`src/rtl/fetch_unit.sv`:
```
// fetch_unit: PC holder and one-word-at-a-time instruction fetch FSM (FETCH -> WAIT -> ISSUE).
// Optional FETCH_HALT_EN adds halt/halted to freeze fetching while in FETCH.
module fetch_unit #(
   parameter int                    PC_WIDTH = 26,
   parameter logic [PC_WIDTH-1:0]   RESET_PC = '0,
   parameter int                    MAX_WAIT = 15
) (
   input  logic                clk,
   input  logic                rst_n,
`ifdef FETCH_HALT_EN
   input  logic                halt,
   output logic                halted,
`endif
   output logic                imem_req,
   output logic [PC_WIDTH-1:0] imem_addr,
   input  logic [31:0]         imem_rdata,
   input  logic                imem_valid,
   output logic [31:0]         instruction,
   output logic                instr_valid,
   input  logic                stall,
   input  logic                load_pc,
   input  logic [25:0]         load_pc_val,
   output logic [PC_WIDTH-1:0] pc,
   output logic                fetch_err
);
   typedef enum logic [1:0] {FETCH, WAIT, ISSUE} state_t;
   state_t              state_q, state_d;
   logic [PC_WIDTH-1:0] pc_q, pc_d;
   logic [31:0]         instr_q, instr_d;
   logic                valid_q, valid_d, err_q, err_d, hold;
   logic [7:0]          cnt_q, cnt_d;
`ifdef FETCH_HALT_EN
   assign hold   = halt;
   assign halted = rst_n && state_q == FETCH && halt;
`else
   assign hold = 1'b0;
`endif
   // Request is a pure decode of FETCH so the strobe lasts exactly one cycle.
   assign imem_req    = rst_n && state_q == FETCH && !hold;
   assign imem_addr   = pc_q;
   assign pc          = pc_q;
   assign instruction = instr_q;
   assign instr_valid = valid_q;
   assign fetch_err   = err_q;
   always_comb begin
      state_d = FETCH;
      pc_d    = pc_q;
      instr_d = instr_q;
      valid_d = valid_q;
      err_d   = err_q;
      cnt_d   = cnt_q;
      case (state_q)
         FETCH: begin
            cnt_d   = '0;
            state_d = hold ? FETCH : WAIT;
         end
         WAIT: begin
            if (imem_valid) begin
               instr_d = imem_rdata;
               valid_d = 1'b1;
               state_d = ISSUE;
            end else if (cnt_q + 8'd1 == 8'(MAX_WAIT)) begin
               err_d   = 1'b1;
               instr_d = '0;
               valid_d = 1'b1;
               state_d = ISSUE;
            end else begin
               cnt_d   = cnt_q + 8'd1;
               state_d = WAIT;
            end
         end
         ISSUE: begin
            if (stall) begin
               state_d = ISSUE;
            end else begin
               instr_d = '0;
               valid_d = 1'b0;
               pc_d    = load_pc ? PC_WIDTH'(load_pc_val) : pc_q + 1'b1;
               state_d = FETCH;
            end
         end
         default: state_d = FETCH;
      endcase
   end
   always_ff @(posedge clk or negedge rst_n) begin
      if (!rst_n) begin
         state_q <= FETCH;
         pc_q    <= RESET_PC;
         instr_q <= '0;
         valid_q <= 1'b0;
         err_q   <= 1'b0;
         cnt_q   <= '0;
      end else begin
         state_q <= state_d;
         pc_q    <= pc_d;
         instr_q <= instr_d;
         valid_q <= valid_d;
         err_q   <= err_d;
         cnt_q   <= cnt_d;
      end
   end
endmodule

```
`config.mk`:
```
export PLATFORM = sky130hd
export DESIGN_NAME = fetch_unit
export DESIGN_NICKNAME = d
export VERILOG_FILES = /design/src/rtl/fetch_unit.sv
export SDC_FILE = /design/constraint.sdc
export NUM_CORES = 1
export LEC_CHECK = 0
export ABC_AREA = 1
export CAP_MARGIN = 20
export CORE_ASPECT_RATIO = 1.25
export CORE_UTILIZATION = 42
export CTS_CLUSTER_SIZE = 14
export DETAILED_ROUTE_END_ITERATION = 10
export PLACE_DENSITY = 0.78
export SLEW_MARGIN = 40
export SYNTH_ARGS = -nofsm -noshare
export SYNTH_HDL_FRONTEND = slang
export SYNTH_SLANG_ARGS = --single-unit
```
`constraint.sdc`:
```
create_clock -name clk -period 1.5 [get_ports clk]
set_input_delay 0.225 -clock clk [delete_from_list [all_inputs] [get_ports clk]]
set_output_delay 0.225 -clock clk [all_outputs]
set_load 0.01 [all_outputs]
```
Word-level counts from Yosys, hierarchy flattened
Cells that the tools add are included.
{"block": "totals", "reg_bits": 70, "out_inout_bits": 87}
{"block": "classes", "n_addsub": 2, "n_eq_ne": 7, "muxes": 16, "n_bitwise": 2, "n_reduce_logical": 8}
{"op": "$mux W32", "count": 3}
{"op": "$pmux W32 S2", "count": 1}
{"op": "$add A26 B1 Y26 const B", "count": 1}
{"op": "$mux W26", "count": 1}
{"op": "$mux W8", "count": 2}
{"op": "$pmux W8 S2", "count": 1}
{"op": "$reduce_and A3 Y1", "count": 3}
{"op": "$add A8 B1 Y8 const B", "count": 1}
{"op": "$eq A8 B4 Y1 const B", "count": 1}
{"op": "$mux W2", "count": 3}
{"op": "$ne A2 B2 Y1 const B", "count": 3}
{"op": "$pmux W2 S3", "count": 1}
{"op": "$reduce_bool A2 Y1", "count": 2}
{"op": "$mux W1", "count": 3}
{"op": "$ne A3 B3 Y1 const B", "count": 1}
{"op": "$eq A2 B1 Y1 const B", "count": 1}
{"op": "$eq A2 B2 Y1 const B", "count": 1}
{"op": "$logic_not A2 Y1", "count": 1}
{"op": "$not A1 Y1", "count": 2}
{"op": "$pmux W1 S2", "count": 1}
{"op": "$reduce_and A2 Y1", "count": 1}
{"op": "$logic_and A1 B1 Y1", "count": 1}

Logic depth before layout (Yosys ltp)
{"block": "depth", "depth_word": 5, "ltp_mapped": 13, "depth_no_buf": 12}

Least setup slack after synthesis
Ideal clock, no wire load.
{"block": "synth_timing", "kind": "reg-to-reg", "startpoint": "register pc_q[0] (netlist: imem_addr[0])", "endpoint": "register pc_q[14] (netlist: imem_addr[14])", "setup_ps": 120, "arrival_ps": 1562, "t_required_ps": 1380, "slack_ps": -182, "stages_incl_launch_ff": 11, "synth_period_minus_slack_ps": 1682, "path_cell_list": "dfrtp_1 -> ha_1 -> nand3_1 -> nor2_1 -> nand2_1 -> nor3_1 -> nand2_1 -> nand2_1 -> nand3_1 -> o21ai_0 -> inv_1"}
{"block": "synth_between", "elab_chain_len": 2}
{"element": "start, declared", "line_no": "28", "rtl": "logic [PC_WIDTH-1:0] pc_q, pc_d;"}
{"element": "start signal, assigned", "line_no": "95", "rtl": "pc_q <= pc_d;"}
{"element": "$add A26 B1 Y26", "line_no": "78", "rtl": "pc_d = load_pc ? PC_WIDTH'(load_pc_val) : pc_q + 1'b1;"}
{"element": "$mux W26", "line_no": "78"}
Every way passes these cells.
A chain may end at the register's enable or synchronous reset.

Worst setup path in the final report
{"block": "layout_timing", "startpoint": "register cnt_q[0]", "endpoint": "register instr_q[29] (netlist: instruction[29])"}
{"block": "layout_between", "elab_chain_len": 4}
{"element": "start, declared", "line_no": "31", "rtl": "logic [7:0] cnt_q, cnt_d;"}
{"element": "start signal, assigned", "line_no": "99", "rtl": "cnt_q <= cnt_d;"}
{"element": "$add A8 B1 Y8", "line_no": "62", "rtl": "end else if (cnt_q + 8'd1 == 8'(MAX_WAIT)) begin"}
{"element": "$eq A8 B4 Y1", "line_no": "62"}
{"element": "$ne A3 B3 Y1 (no line)"}
{"element": "$reduce_and A3 Y1 (no line)"}
{"element": "end signal, assigned", "line_no": "96", "rtl": "instr_q <= instr_d;"}
{"element": "end, declared", "line_no": "29", "rtl": "logic [31:0] instr_q, instr_d;"}
Every way passes these cells.

==> results by group <==
Critical path
  • Setup CP Type: reg -> reg
  • R2R cell count: 11
  • Worst path arrival time: 2010 ps
  • WP data required: 1720 ps
  • CP endpoint kind: flop
  • Crit path max fanout: 16
  • Crit start category: flop

STA
  • Final worst slack: -285.9 ps
  • Worst slew pin tran: 644.9 ps
  • Headroom to the max-slew limit: 0.5701
  • Final setup vio count: 55
  • Fin. max-slew vios: 0
  • RSZ-0062 raised after global routing: true
  • Clock Skews: 7.719 ps
  • Fmax: 559.9 MHz
  • Final worst-path cycle share: 1.191
  • Tmin final: 1786 ps
  • Final Hold Viols: 0
  • Setup TNS: -11080 ps

Layout
  • Most frequent cells in the layout: 195 x nand2_1, 84 x buf_4, 72 x clkdlybuf4s50_1, 63 x nor2_1, 60 x nand3_1
  • Ratio of cells with drive above 1 in the final layout: 0.2757
  • Post-route non-filler standard cell count: 985
  • Antenna fix cells: 0
  • Nets: 917
  • Synthesis-to-finish area growth: 68.06%
  • Commonest non-fill, non-tap cell in the layout: nand2_1

Drt
  • DRT Pass-1 Iters: 8
  • Final WL: 16040 microns
  • DRT antenna net count: 0
  • WL/cell: 16.29 microns
  • Via count: 5310
  • DRC Markers: 0
  • Vias per cell: 5.391
  • Initial DRC count: 349

Power
  • Total power: 0.01333 W
  • Max IR drop VDD: 940.6 uV
  • Static Leak: 3.940 nW
  • Power Density: 1834 nW/um^2

Synthesis
  • Synth Warn #: 0
  • Synth Register Bits: 70
  • Synthesized Nets: 706
  • Post-synth cell types: 29
  • Syn Area/Cell: 6.758 sq um
  • Synth top area cells: dfrtp_1 40%, nand2_1 20%, nand3_1 7.5%, nor2_1 7.4%, buf_4 5.2%
  • Yosys top cell area share: 0.4050
  • Yosys top cell by area: dfrtp_1
  • Mapped Cells: 640
  • Seq/Total Area, Yosys: 0.4050
  • Synthesized cell area: 4325 sq um

Global routing
  • Number of global-route vias before repair: 4717
  • Pin count of the biggest net entering global routing: 71
  • First-pass GRT wire length: 21820 microns
  • Initial antenna violation count: 0
  • Total grt overflow: 0
  • Overall routing resource usage: 0.2591

Die
  • Die Wd: 92.77 microns
  • Ports: 150
  • Die footprint: 10710 sq um
  • Core ar.: 10050 sq um
  • Initial Utilization: 0.4302
  • Num rows: 41
  • Die height: 115.5 microns

Clock network
  • Bufs on Longest Clock Path: 2
  • Worst skew pair latency: 340 ps
  • Num CTS Buffers: 9
  • Root Driver: clkbuf_16
  • Htree depth: 3
  • CTS sink count: 70
  • CTS clock-pin slew for the worst setup and hold paths: 70 ps
  • TritonCTS clock tree: built

Place
  • Place WS: -369.6 ps
  • PortBufs: 149
  • Routability cong.: 0.9129
  • Placed Instances: 929
  • Dpl hpwl: 9426 microns

Status
  • Status: complete, but fails checks
  • Failing checks: setup timing

Job
  • # Max-Cap Violations: 0

Min path
  • Hold Path Class: in -> async
-- critical path, stage by stage, from the launching register on --
cell and delay (ps):
dfrtp_2 450, inv_4 100, ha_1 140, nand2_1 70, nor2_2 110, nand3_1 70, nor2_1 120, nand2_2 120
nand3_4 210, nand2_8 130, nand2_2 100, nand2_1 50
-- power by group --
group          internal [W]  switching, W
sequential          0.00276      0.000785
combinational       0.00357       0.00414
clock               0.00116      0.000926
-- per-stage QoR --
| step | hold slack, ps | utilization | area, sq um |
|---|---|---|---|
| 2_1_floorplan | -70.59 | - | 4344 |
| 5_1_grt | 75.60 | 0.7230 | 7269 |
| 3_5_place_dp | 407.1 | 0.6149 | 6182 |
| 4_1_cts | 42.89 | 0.6658 | 6694 |
| 3_3_place_gp | 461.7 | 0.6145 | 6178 |
| 6_report | 35.46 | 0.7230 | 7269 |
-- final timing paths --
| path | slack [ps] | startpoint | end |
|---|---|---|---|
| worst max-delay path | -290 | cnt_q[0] | instruction[29] |
| worst min-delay path | 40 | rst_n | cnt_q[2] |
| worst max register to register | -290 | cnt_q[0] | instruction[29] |
| worst min register to register | 480 | instruction[8] | instruction[8] |
| max in group asynchronous | 990 | rst_n | imem_addr[2] |
| min in group clk | 480 | instruction[8] | instruction[8] |
-- cell families after synthesis --
kind of cell	count (synthesis)	synth area share
flip-flops	70	0.4050
adder cells (fa/ha/maj)	3	0.008679
AND/OR/NAND/NOR	409	0.3934
buffers and inverters	103	0.1218
XOR/XNOR	3	0.006076
AO/OA/AOI/OAI	52	0.06508
-- cell usage after synthesis, drive strengths merged --
master / count
a22oi: 1
o22ai: 3
o21bai: 2
nor4: 1
inv: 48
o21ai: 28
nand4: 6
xor2: 3
ha: 3
nor2: 90
dfrtp: 70
nand2: 233
buf: 37
nor3: 8
a31oi: 2
o31ai: 1
clkbuf: 18
a21oi: 13
o21a: 2
nand3b: 5
nand3: 66
-- area by class of cell --
cell class,instances,area [sq um]
Sequential cell,70,1767
Multi-Input combinational cell,470,2501
Clock buffer,9,225.2
Clock inverter,7,62.56
Inverter,48,195.2
Timing Repair Buffer,252,2357
Tap cell,129,161.4
Fill cell,731,2785
-- per-layer routing --
| layer | global-route usage | vias up | wire (microns) |
|---|---|---|---|
| li1 | - | 2428 | - |
| met1 | 0.2893 | 2447 | 5811 |
| met2 | 0.4500 | 352 | 8036 |
| met3 | 0.05643 | 83 | 1451 |
| met4 | 0.1600 | 0 | 742 |
| met5 | 0 | - | 0 |
-- what timing repair did --
action,CTS,global route
gates resized for setup,79,164
hold buffers,0,0
gates cloned,2,1
endpoints found under the setup margin,107,88
pin swaps,10,40
setup buffers,21,17
-- sequential cells by signal (all words and copies together), names as in the netlist --
signal       flops
fetch_err        1
imem_addr       26
instr_valid      1
cnt_q            8
state_q          2
instruction     32
(Power assumes the default switching activity.)
